--- src/rtl/irriga_pkg.sv ---
// Shared definitions for the irrigation controller: state encoding, tens preset
// limit and the Moore output decode used by controle_irrigacao.
package irriga_pkg;

  typedef enum logic [2:0] {
    IDLE  = 3'd0,
    LOAD  = 3'd1,
    RUN   = 3'd2,
    PAUSA = 3'd3,
    DONE  = 3'd4
  } estado_t;

  localparam logic [3:0] DEZ_MAX = 4'd9;
  localparam logic [3:0] UNID_MAX = 4'd9;

  typedef struct packed {
    logic carga;
    logic hab_contagem;
    logic valvula;
    logic fim;
  } saidas_t;

  function automatic logic [3:0] clamp_dez(input logic [3:0] valor);
    return (valor > DEZ_MAX) ? DEZ_MAX : valor;
  endfunction

  function automatic saidas_t decode_saidas(input estado_t estado);
    saidas_t s;
    s = '0;
    case (estado)
      LOAD:    s.carga = 1'b1;
      RUN:     begin
        s.hab_contagem = 1'b1;
        s.valvula      = 1'b1;
      end
      DONE:    s.fim = 1'b1;
      default: s = '0;
    endcase
    return s;
  endfunction

endpackage

--- src/rtl/detector_borda.sv ---
// Rising-edge detector for a level input; a level already high when reset is
// released is not reported as an edge.
module detector_borda (
  input  logic clockin,
  input  logic reset,
  input  logic in,
  output logic pulse
);

  // armado means "input was seen low last cycle"; clearing it in reset masks a
  // level that is already high at release.
  logic armado;

  always_ff @(posedge clockin or posedge reset) begin
    if (reset) begin
      armado <= 1'b0;
    end else begin
      // NOTE: non-blocking for all sequential state so every flop samples pre-edge values.
      armado <= ~in;
    end
  end

  assign pulse = in & armado;

endmodule

--- src/rtl/controle_irrigacao.sv ---
// Irrigation timer controller: loads a BCD tens preset, counts it down with
// borrows from an upstream units counter and drives the valve while running.
// Define IRRIGA_SENSOR_EN to enable the soil-moisture pause (PAUSA state).
module controle_irrigacao
  import irriga_pkg::*;
(
  input  logic       clockin,
  input  logic       reset,
  input  logic       iniciar,
  input  logic [3:0] tempo_dez,
  input  logic [3:0] unid_q,
  input  logic       tick,
  input  logic       umidade,
  output logic       carga,
  output logic       hab_contagem,
  output logic       valvula,
  output logic [3:0] dez_q,
  output logic [2:0] estado,
  output logic       fim
);

  estado_t    estado_r;
  estado_t    estado_nxt;
  logic [3:0] dez_nxt;
  logic [3:0] unid_ant;
  logic       borda;
  logic       borrow;
  saidas_t    saidas_nxt;

  detector_borda u_borda (
    .clockin (clockin),
    .reset   (reset),
    .in      (iniciar),
    .pulse   (borda)
  );

`ifndef IRRIGA_SENSOR_EN
  logic unused_umidade;
  assign unused_umidade = umidade;
`endif

  // A tens borrow is the units digit wrapping from 0 to 9.
  assign borrow = tick && (unid_q == UNID_MAX) && (unid_ant == 4'd0);

  always_comb begin
    // NOTE: defaults first so every path assigns every output (no latches).
    estado_nxt = estado_r;
    dez_nxt    = dez_q;
    case (estado_r)
      IDLE:  if (borda) estado_nxt = LOAD;
      LOAD:  begin
        dez_nxt    = clamp_dez(tempo_dez);
        estado_nxt = RUN;
      end
      RUN:   begin
        if (borda) begin
          estado_nxt = IDLE;
        end else if (unid_q == 4'd0 && dez_q == 4'd0) begin
          estado_nxt = DONE;
        end else begin
          if (borrow && dez_q != 4'd0) dez_nxt = dez_q - 4'd1;
`ifdef IRRIGA_SENSOR_EN
          if (umidade) estado_nxt = PAUSA;
`endif
        end
      end
      PAUSA: begin
`ifdef IRRIGA_SENSOR_EN
        if (borda)         estado_nxt = IDLE;
        else if (!umidade) estado_nxt = RUN;
`else
        estado_nxt = IDLE;
`endif
      end
      DONE:    estado_nxt = IDLE;
      default: estado_nxt = IDLE;
    endcase
  end

  assign saidas_nxt = decode_saidas(estado_nxt);

  // Outputs are registered from the next state, so they always match estado_r.
  always_ff @(posedge clockin or posedge reset) begin
    if (reset) begin
      estado_r     <= IDLE;
      dez_q        <= 4'd0;
      unid_ant     <= 4'd0;
      carga        <= 1'b0;
      hab_contagem <= 1'b0;
      valvula      <= 1'b0;
      fim          <= 1'b0;
    end else begin
      estado_r     <= estado_nxt;
      dez_q        <= dez_nxt;
      if (tick) unid_ant <= unid_q;
      carga        <= saidas_nxt.carga;
      hab_contagem <= saidas_nxt.hab_contagem;
      valvula      <= saidas_nxt.valvula;
      fim          <= saidas_nxt.fim;
    end
  end

  assign estado = estado_r;

endmodule

--- config.mk ---
export PLATFORM = sky130hd
export DESIGN_NAME = controle_irrigacao
export DESIGN_NICKNAME = d
export VERILOG_FILES = /design/src/rtl/irriga_pkg.sv /design/src/rtl/detector_borda.sv /design/src/rtl/controle_irrigacao.sv
export SDC_FILE = /design/constraint.sdc
export NUM_CORES = 1
export LEC_CHECK = 0
export BUFFER_PORTS_ARGS = -buffer_cell sky130_fd_sc_hd__buf_2
export CORE_MARGIN = 1
export CORE_UTILIZATION = 25
export DETAILED_ROUTE_END_ITERATION = 8
export GPL_TIMING_DRIVEN = 0
export PLACE_DENSITY_LB_ADDON = 0.1
export SETUP_SLACK_MARGIN = 0.4
export SLEW_MARGIN = 20
export SYNTH_ARGS = -nofsm -noshare
export SYNTH_HDL_FRONTEND = slang
export SYNTH_SLANG_ARGS = --single-unit
--- constraint.sdc ---
create_clock -name clockin -period 4.9 [get_ports clockin]
set_input_delay 0.98 -clock clockin [delete_from_list [all_inputs] [get_ports clockin]]
set_output_delay 0.98 -clock clockin [all_outputs]
set_load 0.01 [all_outputs]
==> results.json <==
{
  "avgSynthCellArea_um2": 11.0,
  "required_ns": 5.08,
  "die_area_mm2": 0.00326,
  "critPathBufInv": 1,
  "slew_headroom_pct": 62.7,
  "rsz0062_at_grt": "no",
  "layout_min_cycle_time_ns": 2.04,
  "clk_latency_ns": 0.28,
  "start_util_pct": 27.0,
  "yosys_warnings": 0,
  "r2r_start": "estado[2]$_DFF_PP0_",
  "r2r_slack_ns": 3.17,
  "startpoint": "unid_q[1]",
  "die-height_um": 57.1,
  "grt_pass1_wl_um": 2880,
  "seq_area_um2": 375,
  "wl_per_cell_um": 13.0,
  "place_ws_ns": 2.55,
  "skew_ns": 0.00165,
  "tns_ns": 0,
  "fillers": 313,
  "setup_viol": 0,
  "place_hpwl_um": 1290,
  "grt_util_met3_pct": 2.04,
  "crit_path_end": "dez_q[1]$_DFFE_PP0P_",
  "root_buffer": "clkbuf_4",
  "drv_cap": 0,
  "grtUsageTotal_pct": 11.8,
  "power_leakage_nw": 0.442,
  "drive_above_1_share_pct": 33.7,
  "cts_setup_buffers": 0,
  "viasPerCell": 4.97,
  "die_w_um": 57.1,
  "cp-end-kind": "flop",
  "worst_setup_path_start_kind": "primary input",
  "path_clk_slew_ns": 0.08,
  "cp.arrival_ns": 2.22,
  "place.gp.congestion": 0.660,
  "synth-seq-cells": 15,
  "clock_sinks": 15,
  "synth_ff_type": "dfrtp_1",
  "syn-instance-count": 69,
  "cts_max_level": 1,
  "ctsHoldBuffers": 0,
  "syn2layout_area_growth_pct": 23.1,
  "slew_viol_final": 0,
  "cp_slowest_stage_delay_ns": 0.38,
  "ant_nets": 0,
  "cts-resized-gates": 0,
  "core_area_mm2": 0.00281,
  "tightest_slew_ns": 0.559,
  "nNetsFinal": 111,
  "rr_worst_depth": 4,
  "cp_slowest_cell": "mux2_2",
  "met2_usage_pct": 19.7,
  "syn-num-nets": 84,
  "rows": 19,
  "hold_path_startpoint": "unid_ant[0]$_DFFE_PP0P_",
  "combPwrFrac_pct": 37.4,
  "design_area_um2": 933,
  "antenna_found_initial": 0,
  "place_area_um2": 907,
  "r2r-end": "dez_q[1]$_DFFE_PP0P_",
  "p_clk_share_pct": 17.5,
  "path_delay_family": "simple AND/OR/NAND/NOR gates",
  "p_int_mw": 0.255,
  "grt_overflow": 0,
  "wirelength_um": 1640,
  "p_switching_mw": 0.146,
  "crit_type": "in -> reg",
  "ioPinCount": 24,
  "final.setup.worst_slack_ns": 2.86,
  "violations": "DRC",
  "cp_max_fo": 4,
  "vias": 626,
  "crit_chain": "buf_2, nor4_2, nand4_1, o21ai_1, mux2_2",
  "drc": 4,
  "timing.fmax_mhz": 490,
  "cts_tree": "yes",
  "finalCritPeriodShare_pct": 41.7,
  "first_global_vias": 643,
  "whs_path_depth": 1,
  "synth_area_um2": 758,
  "n_antenna_cell": 0,
  "crit_cells": 5,
  "drtPass1Iterations": 6,
  "seqPwrFrac_pct": 45.1,
  "utilization_pct": 33.3,
  "port_buffers": 22,
  "holdWs_ns": 0.512,
  "clock_path_buffers": 2,
  "multi_input_area_um2": 357,
  "synth.distinct_cells": 27,
  "drt_iter0_markers": 21,
  "grt_use_met1_pct": 14.7,
  "synth-edff-count": 0,
  "hold_path_class": "reg -> reg",
  "vdd_drop_max_uv": 160,
  "cts_buffers": 3,
  "synthArstFlopShare_pct": 100,
  "p_per_area_mw_per_mm2": 429,
  "switching_share_pct": 36.3,
  "hold_viol_final": 0,
  "status": "finished, violations left",
  "seq_area_frac_synth_pct": 49.5,
  "busiest_layer": "met2",
  "grt_start_max_net_pins": 16
}
-- worst min path at each step --
stage / to
2_1_floorplan: unid_ant[0]$_DFFE_PP0P_
3_3_place_gp: unid_ant[2]$_DFFE_PP0P_
3_5_place_dp: unid_ant[2]$_DFFE_PP0P_
4_1_cts: unid_ant[2]$_DFFE_PP0P_
5_1_grt: unid_ant[0]$_DFFE_PP0P_
6_report: unid_ant[0]$_DFFE_PP0P_
-- through the flow --
| stage | cells | power (mW) |
|---|---|---|
| after floorplan | 69 | 0.277 |
| after global placement | 122 | 0.334 |
| after detailed placement | 122 | 0.336 |
| after CTS | 126 | 0.409 |
| after global routing | 126 | 0.437 |
| final | 126 | 0.401 |
-- state kept, by name (all words and copies together), names as in the netlist --
signal,flops
unid_ant,4
dez_q,4
estado,3
u_borda.armado,1
fim,1
carga,1
hab_contagem,1
-- cells by family (layout without fill, tap and decap cells) --
logic type / count (synthesis) / in the layout / share of synthesized area (%)
compound gates: 15 / 15 / 12.7
fa+ha+maj: 2 / 2 / 3.30
buf+inv: 6 / 32 / 3.46
flops: 15 / 15 / 49.5
mux: 5 / 5 / 7.43
simple gates: 26 / 26 / 23.6
-- layout make-up --
class	count	area share, %
plain buffers	2	1.21
clock buffers	4	2.82
inverters	4	1.61
multi-input cells	48	38.2
flip-flops and latches	15	40.2
well taps	31	4.16
repair buffers	22	11.8
-- placed cells by master, fill, tap and decap left out, drive strengths merged --
cell / count
a21oi: 3
mux2: 5
buf: 23
nand2: 4
dfrtp: 15
or4: 2
o21ai: 5
nor3b: 4
inv: 4
nand3b: 3
nand2b: 2
nor2: 2
o21a: 1
ha: 2
or3b: 2
clkbuf: 5
a22o: 2
nor4: 4
a32o: 1
o22ai: 1
and4: 1
and4bb: 1
nand4: 1
a21boi: 1
o211ai: 1
-- Yosys cell counts (3+ instances only) --
master / count / area share (%)
dfrtp_1: 15 / 50
mux2_2: 5 / 7.4
inv_1: 4 / 2.0
nand2_1: 4 / 2.0
nor3b_1: 4 / 4.0
o21ai_1: 4 / 2.6
a21oi_1: 3 / 2.0
nand3b_1: 3 / 3.0
nor4_1: 3 / 2.5
-- layer usage --
layer | part of all wire (%) | routed length, um
met5 | 0 | 0
met4 | 2.1 | 34
met3 | 4.8 | 79
met2 | 45 | 744
met1 | 47 | 776
-- power by group through the flow --
stage	combinational (mW)	clock, mW	sequential [mW]
6_report	0.150	0.0700	0.181
5_1_grt	0.169	0.0814	0.187
4_1_cts	0.153	0.0745	0.182
3_5_place_dp	0.152	0	0.184
3_3_place_gp	0.151	0	0.183
2_1_floorplan	0.0897	0	0.187
Power figures use the tool's default switching activity.
